==> config.mk <==
export PLATFORM = sky130hd
export DESIGN_NAME = qei_input_filter
export DESIGN_NICKNAME = d
export VERILOG_FILES = /design/src/rtl/qei_input_filter.sv
export SDC_FILE = /design/constraint.sdc
export NUM_CORES = 1
export LEC_CHECK = 0
export BUFFER_PORTS_ARGS = -buffer_cell sky130_fd_sc_hd__buf_4
export CAP_MARGIN = 20
export CORE_MARGIN = 3
export CORE_UTILIZATION = 55
export CTS_CLUSTER_DIAMETER = 50
export DETAILED_ROUTE_END_ITERATION = 8
export PLACE_DENSITY = 0.85
export REMOVE_ABC_BUFFERS = 1
export SYNTH_ARGS = -nofsm -noshare
export SYNTH_HDL_FRONTEND = slang
export SYNTH_HIERARCHICAL = 1
export SYNTH_SLANG_ARGS = --single-unit
==> constraint.sdc <==
create_clock -name CLK -period 6.6 [get_ports CLK]
set_clock_uncertainty 0.2 [all_clocks]
set_input_delay 1.32 -clock CLK [delete_from_list [all_inputs] [get_ports CLK]]
set_output_delay 1.32 -clock CLK [all_outputs]
set_load 0.005 [all_outputs]
==> src/rtl/qei_input_filter.sv <==
// qei_input_filter: conditions raw quadrature encoder pads for the counter.
// Each phase signal passes through a 2-FF synchronizer and a programmable
// glitch filter. Channels whose A and B outputs change on the same edge are
// reported through sticky flags and a saturating 16-bit event counter.

// Single-signal synchronizer plus glitch filter.
// The output follows the synchronized input once the input has differed from
// the output for more than 'thresh' consecutive cycles.
module qei_sig_filter #(
  parameter int unsigned CNT_W = 8
) (
  input  logic             CLK,
  input  logic             RST_n,
  input  logic             pad,
  input  logic [CNT_W-1:0] thresh,
  output logic             out
);

  logic             s1;
  logic             s2;
  logic [CNT_W-1:0] cnt;

  // Synchronize the pad, then qualify changes against the live threshold.
  // cnt only advances while below thresh, so it can never wrap.
  always_ff @(posedge CLK or negedge RST_n) begin
    if (!RST_n) begin
      s1  <= 1'b0;
      s2  <= 1'b0;
      cnt <= '0;
      out <= 1'b0;
    end else begin
      s1 <= pad;
      s2 <= s1;
      if (s2 == out) begin
        cnt <= '0;
      end else if (cnt >= thresh) begin
        out <= s2;
        cnt <= '0;
      end else begin
        cnt <= cnt + 1'b1;
      end
    end
  end

endmodule

// Top level: per-channel filtering plus illegal-transition bookkeeping.
module qei_input_filter #(
  parameter int unsigned CH_NUM = 4,
  parameter int unsigned CNT_W  = 8
) (
  input  logic              CLK,
  input  logic              RST_n,
  input  logic [31:0]       FILT_CFG_Set,
  input  logic [31:0]       ERR_CLEAR_Set,
  input  logic [CH_NUM-1:0] PHASEA_in,
  input  logic [CH_NUM-1:0] PHASEB_in,
  output logic [CH_NUM-1:0] PHASEA_out,
  output logic [CH_NUM-1:0] PHASEB_out,
  output logic [31:0]       ERR_Read
);

  logic [CNT_W-1:0]  thresh;
  logic [CH_NUM-1:0] a_prev;
  logic [CH_NUM-1:0] b_prev;
  logic [CH_NUM-1:0] illegal;
  logic [CH_NUM-1:0] flags;
  logic [CH_NUM-1:0] flags_next;
  logic [4:0]        inc;
  logic [16:0]       cnt_sum;
  logic [15:0]       err_cnt;
  logic [15:0]       err_cnt_next;
  logic [31:0]       err_read_next;
  logic              unused_bits;

  assign thresh = FILT_CFG_Set[CNT_W-1:0];

  // Configuration bits outside the threshold and clear fields are don't-care.
  assign unused_bits = ^{FILT_CFG_Set[31:CNT_W], ERR_CLEAR_Set[30:CH_NUM]};

  for (genvar ch = 0; ch < CH_NUM; ch++) begin : g_ch
    qei_sig_filter #(.CNT_W(CNT_W)) u_filt_a (
      .CLK    (CLK),
      .RST_n  (RST_n),
      .pad    (PHASEA_in[ch]),
      .thresh (thresh),
      .out    (PHASEA_out[ch])
    );

    qei_sig_filter #(.CNT_W(CNT_W)) u_filt_b (
      .CLK    (CLK),
      .RST_n  (RST_n),
      .pad    (PHASEB_in[ch]),
      .thresh (thresh),
      .out    (PHASEB_out[ch])
    );
  end

  // A channel is illegal when both filtered phases changed on the last edge.
  always_comb begin
    illegal = (PHASEA_out ^ a_prev) & (PHASEB_out ^ b_prev);
    inc     = '0;
    for (int unsigned i = 0; i < CH_NUM; i++) begin
      inc = inc + {4'b0, illegal[i]};
    end
  end

  // Next flag/counter values: set beats clear, and a counter clear reloads
  // with this cycle's increment so simultaneous events are still counted.
  always_comb begin
    flags_next = (flags & ~ERR_CLEAR_Set[CH_NUM-1:0]) | illegal;
    cnt_sum    = {1'b0, err_cnt} + {12'b0, inc};
    if (ERR_CLEAR_Set[31]) begin
      err_cnt_next = {11'b0, inc};
    end else if (cnt_sum[16]) begin
      err_cnt_next = 16'hFFFF;
    end else begin
      err_cnt_next = cnt_sum[15:0];
    end
  end

  // Readback image of the current flags and counter.
  always_comb begin
    err_read_next               = '0;
    err_read_next[CH_NUM-1:0]   = flags;
    err_read_next[31:16]        = err_cnt;
  end

  // Phase history, error state and registered readback.
  always_ff @(posedge CLK or negedge RST_n) begin
    if (!RST_n) begin
      a_prev   <= '0;
      b_prev   <= '0;
      flags    <= '0;
      err_cnt  <= '0;
      ERR_Read <= '0;
    end else begin
      a_prev   <= PHASEA_out;
      b_prev   <= PHASEB_out;
      flags    <= flags_next;
      err_cnt  <= err_cnt_next;
      ERR_Read <= err_read_next;
    end
  end

endmodule

Word-level counts from Yosys, hierarchy flattened --
Cells that the tools add are included.
Storage, ports and cells: register bits after elaboration 136, input port bits 74, output and inout bits 40, word-level logic and storage cells 105
Operators by class: add/subtract/negate cells 12, magnitude comparators 8, eq/ne operators 8, multiplexer cells 18, bitwise gates (word level) 14, reduce and logical (&&, ||, !) cells 8
Operator list (count):
- 8-bit two-way mux | 16
- 8-bit by 1-bit adder with 8-bit output (second input constant) | 8
- 8-bit >= comparator | 8
- 16-bit two-way mux | 2
- 16-bit by 4-bit adder with 17-bit output | 1
- 2-bit AND reduction | 8
- 4-bit AND | 2
- 1-bit == test | 8
- 1-bit NOT | 8
- 4-bit XOR | 2
- 3-bit by 1-bit adder with 4-bit output | 1
- 4-bit NOT | 1
- 4-bit bitwise OR | 1
- 2-bit by 1-bit adder with 3-bit output | 1
- 1-bit by 1-bit adder with 2-bit output | 1

Longest topological paths before layout --
depth in word-level cells 8, gate-level depth with buffers 12, depth with buffers taken out 11

Modules after synthesis --
Netlist, hierarchy kept.
By module, submodules not included:
- qei_sig_filter | instances 8, cells each 62, area each 669.4 µm², sequential area each 275.3 µm²
- qei_input_filter | instances 1, cells each 164, area each 2078.2 µm², sequential area each 1201.2 µm²

Least setup slack after synthesis --
Ideal clock, no wire load.
kind reg2reg, start register g_ch[0].u_filt_b.out, end register err_cnt[15], setup time 0.080 ns, arrival 3.026 ns, data required time 6.320 ns, path slack 3.294 ns, cell stages (with the launch flop) 13, buffers on the path 1, clock period less this slack 3.306 ns, cell sequence dfrtp_1 > xnor2_1 > nor2_1 > fa_1 > ha_1 > ha_1 > inv_1 > fa_1 > nand2b_1 > a211oi_4 > buf_6 > and4b_1 > nor3_2
Between the ends: word-level cells in the longest chain between the ends 8
RTL lines:
- start: declaration | line 16 | output logic out
- start signal: assignment | line 30 | out <= 1'b0;
- start signal: assignment | line 37 | out <= s2;
- 4-bit XOR | line 101 | illegal = (PHASEA_out ^ a_prev) & (PHASEB_out ^ b_prev);
- 4-bit AND | line 101
- 1-bit by 1-bit adder with 2-bit output | line 104 | inc = inc + {4'b0, illegal[i]};
- 2-bit by 1-bit adder with 3-bit output | line 104
- 3-bit by 1-bit adder with 4-bit output | line 104
- 16-bit by 4-bit adder with 17-bit output | line 112 | cnt_sum = {1'b0, err_cnt} + {12'b0, inc};
- 16-bit two-way mux | line 115 | end else if (cnt_sum[16]) begin
- 16-bit two-way mux | line 113 | if (ERR_CLEAR_Set[31]) begin
- via err_cnt_next[15] | line 72 | logic [15:0] err_cnt_next;
- end signal: assignment | line 141 | err_cnt <= err_cnt_next;
- end: declaration | line 71 | logic [15:0] err_cnt;
The timed path passes the listed nets, and every way through them passes these cells. A chain may end at the register's enable or synchronous reset.

Worst setup path in the final report --
start register g_ch[3].u_filt_b.out, end register err_cnt[11]
Between the ends: word-level cells in the longest chain between the ends 6
RTL lines (line):
- start: declaration | 16
- start signal: assignment | 30
- start signal: assignment | 37
- 4-bit XOR | 101
- 4-bit AND | 101
- 3-bit by 1-bit adder with 4-bit output | 104
- 16-bit by 4-bit adder with 17-bit output | 112
- 16-bit two-way mux | 115
- 16-bit two-way mux | 113
- via err_cnt_next[11] | 72
The timed path passes the listed nets, and every way through them passes these cells.

==> run metrics <==
status=finished clean; clock slew at reported path FFs=0.06 ns; global route hottest layer=met2; Worst setup EP type=flip-flop; Main synth FF type=dfrtp_1; Synth area leaders=dfrtp_1 (46%), ha_1 (13%), xor2_1 (5.1%); min-delay worst type=reg -> reg; Post-synth EDFFs=0; filler cell count=slightly above 900; H-tree depth=4; ys async rst share=100.0%; Synth Instances=660; sequential share of the synthesized area=a little under half; first-pass iteration count of the detailed router=4; Setup Buffers After CTS=0; Max Root-Sink Buffers=2; Post-Route WL=14,490 um; met2 usage=36.62%; max_cap viols=0; first-pass GRT wire length=25,070 um; fin crit period=4.259 ns; Cell variety after synth=50; full die area=14,950 sq um; P_leak=approximately 0.0044 uW; Core ar.=around 13,000 sq um; largest net degree at the start of global routing=79; Critical Path Start=g_ch[3].u_filt_b/out; final core occ=66.77%; maximum vdd drop=0.2263 mV; Fin. Hold Viols=0; Least-Margin Pin Slew=0.9745 ns; Core Rows=41; critical-path maximum fanout=11; Reg2Reg Setup Slack=2.34 ns; # IOs=114; area grow syn2layout=16.13%; Die Span X=122.3 um; ANT nets after route=0; Area after DPL=7955 sq um; Vias/cell=5.480; CTS tree=yes; Diodes inserted=0; Hold Startpoint=g_ch[1].u_filt_a/s1; setup TNS=0 ns; worst skew pair latency=~0.42 ns; Seq. cell area=3403 sq um; initial antenna violation count=0; final setup violation count=0; gpl congestion=0.8452; critical path required time=just under 7 ns; All-Layer GR Usage=21.40%; DRC Markers=0; Sink Count=around 140; Final Cell Area=around 8600 sq um; P per Cell Area=337.4 nW/um^2; CP Launch Type=flip-flop; grt total ovfl=0; critical path data arrival time=~4.4 ns; Initial DRC Count=260; die height=122.3 um; DR WL/cell=about 16 um; CTS resizes=0; synthesized area=7433 sq um; RSZ-0062 raised after global routing=no; CTS Hold Buffers Added=0; GR Util met1=25.34%; critical path class=reg -> reg; Post-Syn Area per Cell=11.26 sq um; share of post-route cells with drive strength above 1=18.29%; fin. max-slew vios=0; Post-DP HPWL=10,050 um; Initial Util=a little under three fifths; Final period util=64.52%; Multi-input gate area=3631 sq um; Inserted Clock Buffers=17; total number of vias=4,987; # nets final=roughly 900; relative slew slack=35.04%; Critical R2R Launch=g_ch[3].u_filt_b/out; input/output buffers=50; number of global-route vias before repair=5,328; yosys warns=6; global routing usage on met3=5.576%; f_max=0.2348 GHz; most area-hungry cell type in the Yosys netlist=dfrtp_1; top cell type's share of synthesized area=45.78%; Root Driver=clkbuf_16; Synth Register Bits=136
==> synthesized netlist by cell type (2+ instances only) <==
library cell,count
nand3_1,34
xor2_1,43
buf_6,2
o31ai_2,8
o21a_1,16
and3_1,20
a21oi_1,28
a31oi_1,3
nand2b_4,8
xnor2_1,28
nand2_1,12
dfrtp_1,136
buf_4,12
a2111oi_4,8
o311ai_2,8
nor2_1,80
o22ai_1,4
and4b_1,2
mux2_4,8
fa_1,2
ha_1,77
inv_1,85
nand4_1,9
==> path summary, 6_finish.rpt <==
| check | end | cells after the start |
|---|---|---|
| setup / recovery | err_cnt[11] | 11 |
| hold / removal | g_ch[1].u_filt_a/s2 | 0 |
| setup reg to reg | err_cnt[11] | 11 |
| hold reg to reg | g_ch[1].u_filt_a/s2 | 0 |
| max in group asynchronous | g_ch[2].u_filt_a/s2 | 2 |
| min in group asynchronous | ERR_Read[3] | 1 |
==> layer usage <==
layer,up-vias,part of all wire [%]
li1,2359,-
met1,2487,41
met2,114,52
met3,27,4.5
met4,0,2.2
met5,-,0
==> critical path: stages, from the launching register on <==
cell and delay (ns):
dfrtp_1 0.44, xnor2_1 0.17, nor2_1 0.33, fa_1 0.52, ha_1 0.22, ha_1 0.32
inv_1 0.07, fa_1 0.44, nand2b_1 0.21, a211oi_4 0.50, nand4_2 0.46, a31oi_1 0.30
==> cell usage in the layout, fill, tap and decap left out, drive strengths merged, types with 6 or more instances in the layout <==
cell	netlist	final
a2111oi	9	9
a21oi	29	29
and3	20	20
buf	15	51
bufinv	0	6
clkbuf	1	20
conb	1	12
dfrtp	136	136
ha	77	77
inv	85	86
mux2	8	8
nand2	12	12
nand2b	9	9
nand3	35	35
nand4	11	11
nor2	80	80
o21a	16	16
o311ai	8	8
o31ai	8	8
xnor2	28	28
xor2	43	43
==> state kept, by name, indices dropped and copies added (netlist names) <==
name               cells
g_ch.u_filt_a/cnt     32
g_ch.u_filt_a/s1       4
flags                  4
ERR_Read              20
g_ch.u_filt_b/cnt     32
a_prev                 4
err_cnt               16
g_ch.u_filt_b/s1       4
b_prev                 4
g_ch.u_filt_b/out      4
g_ch.u_filt_b/s2       4
g_ch.u_filt_a/s2       4
g_ch.u_filt_a/out      4
==> cell type report <==
class,count,share of cell area [%]
clock buffers,20,5.291
clock inverters,12,2.551
inverters,85,3.696
multi-input cells,434,42.06
flip-flops and latches,136,39.43
well taps,172,2.493
repair buffers,51,4.479
==> cells by family (layout without fill, tap and decap cells) <==
group	count (synthesis)	count (layout)	synth area share, %
AND/OR/NAND/NOR	174	174	12.30
adder cells (fa/ha/maj)	79	79	13.50
buffers and inverters	101	168	5.925
AO/OA/AOI/OAI	89	89	12.32
flip-flops	136	136	45.78
multiplexers	9	9	1.751
XOR/XNOR	71	71	8.366
other	1	12	0.05045
==> report_power, final <==
group	switching, uW	internal [uW]	leakage, uW
clock network	345	728	0.000330
registers	119	965	0.00182
logic	381	375	0.00224
==> per-stage QoR <==
stage,setup WS (ns),instances,power [uW],hold slack [ns]
6_report,2.341,910,2913,0.1445
5_1_grt,2.195,910,3083,0.1458
4_1_cts,2.342,910,2942,0.1438
3_5_place_dp,2.370,878,1847,0.1363
3_3_place_gp,2.488,878,1800,0.1332
2_1_floorplan,3.033,655,1632,0.1312
Power figures use the tool's default switching activity.
